===== src/rtl/actel_pkg.sv =====
// Shared types and constants for the C2 share arbiter: FSM states, requester count,
// and the operand field layout.
package actel_pkg;

  localparam int unsigned NREQ   = 4;
  localparam int unsigned OPW    = 8;
  localparam int unsigned IDW    = 2;
  localparam int unsigned A0_OFS = 0;
  localparam int unsigned B0_OFS = 1;
  localparam int unsigned A1_OFS = 2;
  localparam int unsigned B1_OFS = 3;
  localparam int unsigned D_OFS  = 4;
  localparam int unsigned D_W    = 4;

  typedef enum logic [1:0] {
    ST_IDLE = 2'd0,
    ST_EVAL = 2'd1,
    ST_RESP = 2'd2
  } state_t;

  // Field order matches the offsets above (d in [7:4], a0 in [0]).
  typedef struct packed {
    logic [D_W-1:0] d;
    logic           b1;
    logic           a1;
    logic           b0;
    logic           a0;
  } operand_t;

endpackage


===== src/rtl/c2_eval.sv =====
// C2 evaluation cell: two select terms pick one bit of the 4-bit data word.
module c2_eval (
  input  logic       a0,
  input  logic       b0,
  input  logic       a1,
  input  logic       b1,
  input  logic [3:0] d,
  output logic       out
);

  logic [1:0] sel;

  assign sel = {a1 | b1, a0 & b0};
  assign out = d[sel];

endmodule


===== src/rtl/c2_share_arbiter.sv =====
// Arbitrates NREQ requesters onto one C2 evaluation cell; one result per 3 cycles,
// round-robin or fixed-priority grant, results held under backpressure.
module c2_share_arbiter #(
  parameter int unsigned NREQ  = 4,
  parameter int unsigned RR_EN = 1
) (
  input  logic              clk,
  input  logic              clr_n,
  input  logic [NREQ-1:0]   req_valid,
  input  logic [8*NREQ-1:0] req_data,
  output logic [NREQ-1:0]   req_ready,
  output logic              rsp_valid,
  input  logic              rsp_ready,
  output logic [1:0]        rsp_id,
  output logic              rsp_out,
  output logic              busy
);

  import actel_pkg::*;

  state_t          state;
  logic [IDW-1:0]  ptr;
  logic [IDW-1:0]  lat_id;
  operand_t        lat_op;
  logic [IDW-1:0]  winner;
  logic            any_req;
  logic            eval_out;

  // First set bit scanning upward from start, wrapping modulo NREQ.
  function automatic logic [IDW-1:0] pick(input logic [NREQ-1:0] v,
                                          input logic [IDW-1:0]  start);
    logic [IDW-1:0] idx;
    logic           found;
    pick  = start;
    found = 1'b0;
    for (int i = 0; i < int'(NREQ); i++) begin
      idx = start + IDW'(i);
      if (!found && v[idx]) begin
        pick  = idx;
        found = 1'b1;
      end
    end
  endfunction

  // Grant decode; req_ready must pulse in the accept cycle so it is decoded from state.
  always_comb begin
    req_ready = '0;
    any_req   = |req_valid;
    winner    = pick(req_valid, (RR_EN != 0) ? ptr : '0);
    if (state == ST_IDLE && any_req) begin
      req_ready[winner] = 1'b1;
    end
  end

  c2_eval u_eval (
    .a0  (lat_op.a0),
    .b0  (lat_op.b0),
    .a1  (lat_op.a1),
    .b1  (lat_op.b1),
    .d   (lat_op.d),
    .out (eval_out)
  );

  always_ff @(posedge clk or negedge clr_n) begin
    if (!clr_n) begin
      state     <= ST_IDLE;
      ptr       <= '0;
      lat_id    <= '0;
      lat_op    <= '0;
      rsp_valid <= 1'b0;
      rsp_out   <= 1'b0;
      rsp_id    <= '0;
      busy      <= 1'b0;
    end else begin
      case (state)
        ST_IDLE: begin
          if (any_req) begin
            lat_op <= operand_t'(req_data[OPW*winner +: OPW]);
            lat_id <= winner;
            busy   <= 1'b1;
            state  <= ST_EVAL;
          end
        end
        ST_EVAL: begin
          rsp_out   <= eval_out;
          rsp_id    <= lat_id;
          rsp_valid <= 1'b1;
          state     <= ST_RESP;
        end
        ST_RESP: begin
          if (rsp_ready) begin
            rsp_valid <= 1'b0;
            busy      <= 1'b0;
            state     <= ST_IDLE;
            if (RR_EN != 0) begin
              ptr <= lat_id + IDW'(1);
            end
          end
        end
        default: begin
          state <= ST_IDLE;
        end
      endcase
    end
  end

endmodule


===== config.mk =====
export PLATFORM = sky130hd
export DESIGN_NAME = c2_share_arbiter
export DESIGN_NICKNAME = d
export VERILOG_FILES = /design/src/rtl/actel_pkg.sv /design/src/rtl/c2_eval.sv /design/src/rtl/c2_share_arbiter.sv
export SDC_FILE = /design/constraint.sdc
export NUM_CORES = 1
export LEC_CHECK = 0
export ABC_AREA = 1
export ABC_CLOCK_PERIOD_IN_PS = 2300
export CAP_MARGIN = 20
export CORE_MARGIN = 4
export CORE_UTILIZATION = 30
export CTS_BUF_LIST = sky130_fd_sc_hd__clkbuf_2
export DETAILED_ROUTE_END_ITERATION = 10
export GPL_ROUTABILITY_DRIVEN = 1
export PLACE_DENSITY = 0.61
export SYNTH_ARGS = -nofsm -noshare
export SYNTH_HDL_FRONTEND = slang
export SYNTH_HIERARCHICAL = 1
export SYNTH_SLANG_ARGS = --single-unit

===== constraint.sdc =====
create_clock -name clk -period 2.3 [get_ports clk]
set_input_delay 0.69 -clock clk [delete_from_list [all_inputs] [get_ports clk]]
set_output_delay 0.69 -clock clk [all_outputs]
set_load 0.1 [all_outputs]

[After elaboration in Yosys (flattened, before gate mapping)]
Cells that the tools add are included.
Word-level totals
  register bits after elaboration: 19
  input bits: 39
  output and inout port bits: 9
  word-level logic and storage cells: 73
Operators by class
  add/sub/neg operators: 4
  $lt $le $gt $ge: 7
  equality and inequality tests: 4
  shifts and indexed selects: 1
  mux-type cells: 26
  bitwise gates (word level): 2
  reduce and logical (&&, ||, !) cells: 17
Operator list (count)
  32-bit by 6-bit indexed part select with 8-bit output: 1
  2-bit by 3-bit less-than comparator with 1-bit output (second input constant): 6
  1-bit two-way mux: 11
  1-bit binary-select mux with 2-bit select: 5
  2-bit two-way mux: 5
  2-bit AND reduction: 4
  2-bit one-hot mux with 3 select lines: 1
  1-bit logical AND: 5
  2-bit by 1-bit adder with 2-bit output (second input constant): 2
  2-bit adder (second input constant): 2
  4-bit two-way mux: 1
  2-bit inequality test (second input constant): 2
  1-bit one-hot mux with 2 select lines: 2
  2-bit nonzero test: 2
  4-bit OR reduction: 1
  1-bit zero test: 3
  3-bit AND reduction: 1
  1-bit demux with 2-bit select: 1
  2-bit by 1-bit == test with 1-bit output (second input constant): 1
  2-bit == test (second input constant): 1
  2-bit by 1-bit >= comparator with 1-bit output (second input constant): 1
  2-bit zero test: 1
  1-bit bitwise AND: 1
  1-bit bitwise OR: 1

[Depth between registers and ports, before layout]
  word-level depth: 17
  mapped depth: 17
  mapped depth without buffers: 15

[Cells and area by module]
The synthesis kept the hierarchy.
By module, submodules not included
  c2_share_arbiter: times used 1, cells each 235, area an instance 1482.7 um^2
  c2_eval: times used 1, cells each 14, area an instance 57.6 um^2

[Least setup slack after synthesis]
No wires, ideal clock.
  path kind: input-to-output
  from: in req_valid[1]
  to: out req_ready[1]
  arrival time: 2.862 ns
  path slack: -1.252 ns
  stages: 10
  buffers on the path: 1
  cell sequence: nand2_1 > nand3_1 > nand2_1 > inv_2 > nor2_4 > nand2_2 > nand2_4 > buf_6 > nand3_1 > nor2_1
Between the ends
  cells in the longest elaborated chain, start to end: 17
  elaborated cells between the ends (all ways): 28
RTL lines
  start: declaration: RTL line c2_share_arbiter.sv:9  | input logic [NREQ-1:0] req_valid,
  1-bit binary-select mux with 2-bit select: RTL line c2_share_arbiter.sv:38  | if (!found && v[idx]) begin
  1-bit two-way mux (not written as such): RTL line c2_share_arbiter.sv:38
  1-bit two-way mux: RTL line c2_share_arbiter.sv:38
  1-bit zero test: RTL line c2_share_arbiter.sv:38
  1-bit logical AND: RTL line c2_share_arbiter.sv:38
  1-bit two-way mux: RTL line c2_share_arbiter.sv:38
  1-bit zero test: RTL line c2_share_arbiter.sv:38
  1-bit logical AND: RTL line c2_share_arbiter.sv:38
  1-bit two-way mux: RTL line c2_share_arbiter.sv:38
  1-bit zero test: RTL line c2_share_arbiter.sv:38
  1-bit logical AND: RTL line c2_share_arbiter.sv:38
  2-bit two-way mux: RTL line c2_share_arbiter.sv:38
  2-bit by 3-bit less-than comparator with 1-bit output (not written as such) or 2-bit by 1-bit >= comparator with 1-bit output (tied branches): RTL line c2_share_arbiter.sv:51  | req_ready[winner] = 1'b1;
  1-bit logical AND (not written as such): RTL line c2_share_arbiter.sv:51
  1-bit two-way mux (not written as such): RTL line c2_share_arbiter.sv:51
  1-bit demux with 2-bit select: RTL line c2_share_arbiter.sv:51
  4-bit two-way mux (*): RTL line c2_share_arbiter.sv:50  | if (state == ST_IDLE && any_req) begin
  end: declaration: RTL line c2_share_arbiter.sv:11  | output logic [NREQ-1:0] req_ready,
Every way passes the cells marked *; elsewhere a longest branch is shown, timed or not. The select of a mux whose other input is x is not followed.

[Final worst setup path]
  from: reg ptr[0]
  to: out req_ready[0]
Between the ends
  cells in the longest elaborated chain, start to end: 17
  elaborated cells between the ends (all ways): 29
RTL lines
  start: declaration: RTL line c2_share_arbiter.sv:22  | logic [IDW-1:0] ptr;
  start signal: assignment: RTL line c2_share_arbiter.sv:96  | ptr <= lat_id + IDW'(1);
  parallel branches: the longest is 11 deep, another holds 2-bit by 1-bit adder with 2-bit output
  2-bit two-way mux (*): RTL line c2_share_arbiter.sv:38
  2-bit by 3-bit less-than comparator with 1-bit output (not written as such) or 2-bit by 1-bit >= comparator with 1-bit output (tied branches): RTL line c2_share_arbiter.sv:51
  1-bit logical AND (not written as such): RTL line c2_share_arbiter.sv:51
  1-bit two-way mux (not written as such): RTL line c2_share_arbiter.sv:51
  1-bit demux with 2-bit select (*): RTL line c2_share_arbiter.sv:51
  4-bit two-way mux (*): RTL line c2_share_arbiter.sv:50
Every way passes the cells marked *. The select of a mux whose other input is x is not followed.

==> results.py <==
metrics = {
    "synth": {
        "avgSynthCellArea_um2": 6.186,
        "synth-adder-area-share_pct": 0,
        "synth_top_family_by_area": "simple AND/OR/NAND/NOR gates",
        "synth_nets": 288,
        "synth_edf_count": 0,
        "netlist_instances": 249,
        "synthesis.area_um2": 1540,
        "synth-simple-area-share_pct": 56.70,
        "synth-xor-area-share_pct": 0.5686,
        "async_flop_share_pct": 100.0,
        "synth_compound_area_share_pct": 2.275,
        "ys_ff_latch": 19,
        "synth_cell_types": 22,
        "synth.mux.area_fraction_pct": 0.7311,
        "synthFlopType": "dfrtp_1",
        "yosysSeqAreaShare_pct": 30.87,
        "yosysWarningCount": 6,
    },
    "floorplan": {
        "io_pins": 48,
        "die_area_um2": 6344,
        "core_area_um2": 4848,
        "start_util_pct": 31.77,
        "fp.dieH_um": 79.65,
        "fp-row-count": 25,
        "die_width_um": 79.65,
    },
    "clock_tree": {
        "cts_tree": "done",
        "cts.sinks": 19,
        "hold_buffers": 0,
        "path_clk_slew_ps": 170,
        "cts_root_buf": "clkbuf_2",
        "clock_latency_ps": 300,
        "cts_buffers": 3,
        "cts_buffer_depth": 2,
        "h-tree-depth": 1,
    },
    "timing": {
        "finClkSkew_ps": 2.590,
        "rsz0062_at_grt": "yes",
        "finalHoldViolCount": 0,
        "timing.final.ws_setup_ps": -489.7,
        "max-slew-margin-rel_pct": 65.27,
        "min_period_over_period_pct": 121.3,
        "slew_viol_final": 0,
        "max_freq_ghz": 0.3585,
        "min_period_ps": 2790,
        "setup_viol": 4,
        "worst_pin_slew_ps": 519.1,
    },
    "route": {
        "wl_um": 4501,
        "firstDrtPassIters": 4,
        "wl_per_cell_um": 11.39,
        "ant_nets": 0,
        "num_vias": 1799,
        "vias_per_cell": 4.554,
        "post-route-drc-count": 0,
        "drtIter0Drc": 40,
    },
    "global_routing": {
        "grt_pass1_wl_um": 7307,
        "grt_overflow": 0,
        "grt_start_max_net_pins": 20,
        "track_usage_pct": 14.18,
        "grt_antenna_before_repair": 0,
        "grt_pass1_vias": 1688,
    },
    "cells_and_area": {
        "fillers": 479,
        "final_common_cell": "nand2_1",
        "drive_above_1_share_pct": 34.15,
        "final_util_pct": 54.43,
        "antenna_cells": 0,
        "mostFrequentLayoutCells": "nand2_1, nand3_1, buf_4",
        "syn_to_final_growth_pct": 71.32,
        "nets": 368,
    },
    "placed_design": {
        "hpwl_um": 3357,
        "port_buffers": 47,
        "gp_congestion": 0.7937,
    },
    "setup_path": {
        "start_kind": "register",
        "critPathRequiredTime_ps": 1610,
        "critPathKind": "register to primary output",
        "cp-end-kind": "primary output",
        "crit_arrival_ps": 2100,
        "critPathMaxFanout": 5,
    },
    "run_status": {
        "violations": "negative setup slack",
        "outcome": "complete, but fails checks",
    },
    "run": {
        "cap_violations": 0,
    },
    "min_path": {
        "holdCritPathClass": "register to register",
    },
}
logic make-up after synthesis:
kind of cell,Yosys count
and+or+nand+nor,194
buffers and inverters,27
AOI/OAI and AO/OA,7
xor gates and xnor gates,1
muxes,1
DFF,19
critical path: stages (launching register included):
cell	delay, ps
dfrtp_2	500
buf_6	150
nand2_2	70
nand2_4	60
nand2_2	70
nand2_4	80
nor2_8	160
buf_6	120
nand3_4	90
nand3_4	80
nand2_4	80
nor2_4	130
buf_12	180
cells in the mapped netlist (2+ instances only):
library cell	instances	share of area, %
buf_2	4	1.3
buf_4	2	0.97
buf_6	3	2.2
dfrtp_1	19	31
inv_1	13	3.2
inv_2	3	0.73
nand2_1	121	29
nand2_2	7	2.8
nand2_4	2	1.5
nand3_1	51	17
nor2_1	7	1.7
o21ai_0	7	2.3
cell type report:
| type | instances | area [um^2] | area share, % |
|---|---|---|---|
| multi-input combinational | 203 | 1167 | 44.24 |
| clock inverter | 1 | 5.005 | 0.1897 |
| sequential | 19 | 478.0 | 18.11 |
| timing repair buffer | 85 | 815.8 | 30.92 |
| clock buffer | 3 | 15.01 | 0.5690 |
| inverter | 17 | 73.82 | 2.798 |
| tap | 67 | 83.83 | 3.177 |
per-stage QoR:
stage / worst slack (ps) / TNS [ps] / cell area (um^2) / hold WS [ps] / cells
5_1_grt: -621.9 / -2453 / 2639 / 536.0 / 395
6_report: -489.7 / -1938 / 2639 / 498.8 / 395
3_3_place_gp: -862.4 / -7199 / 2355 / 459.9 / 378
3_5_place_dp: -873.0 / -7513 / 2355 / 465.6 / 378
2_1_floorplan: -429.5 / -1711 / 1662 / 394.4 / 249
4_1_cts: -484.2 / -1929 / 2465 / 504.4 / 389
worst paths after layout:
| kind | from | to | slack, ps | cells after the start |
|---|---|---|---|---|
| worst max-delay path | ptr[0] | req_ready[0] | -490 | 12 |
| worst min-delay path | rsp_valid | rsp_valid | 500 | 2 |
| worst max register to register | ptr[0] | lat_op[0] | 160 | 16 |
| worst min register to register | rsp_valid | rsp_valid | 500 | 2 |
| max in group asynchronous | clr_n | ptr[1] | 1410 | 2 |
| min in group asynchronous | clr_n | lat_op[3] | 680 | 2 |
per-layer routing:
metal / global-route usage [%] / part of all wire, % / up-vias
li1: - / - / 950
met1: 17.64 / 44 / 809
met2: 24.87 / 50 / 38
met3: 4.853 / 6.6 / 2
met4: 0.5155 / 0.089 / 0
met5: 0 / 0 / -
flip-flops by register name, summed over array words and instances, names as in the netlist:
name and count:
busy 1, lat_id 2, lat_op 8, ptr 2, rsp_id 2, rsp_out 1
rsp_valid 1, state 2
timing repair:
action / in CTS / in global routing
endpoints found under the setup margin: 12 / 4
gates resized for setup: 22 / 31
hold endpoints to repair: 0 / 0
pin swaps: 14 / 26
buffers inserted: 7 / 6
Power is left out: the tool's default activity adds up to more than one toggle a clock period on the data nets, which glitch-free logic cannot reach.
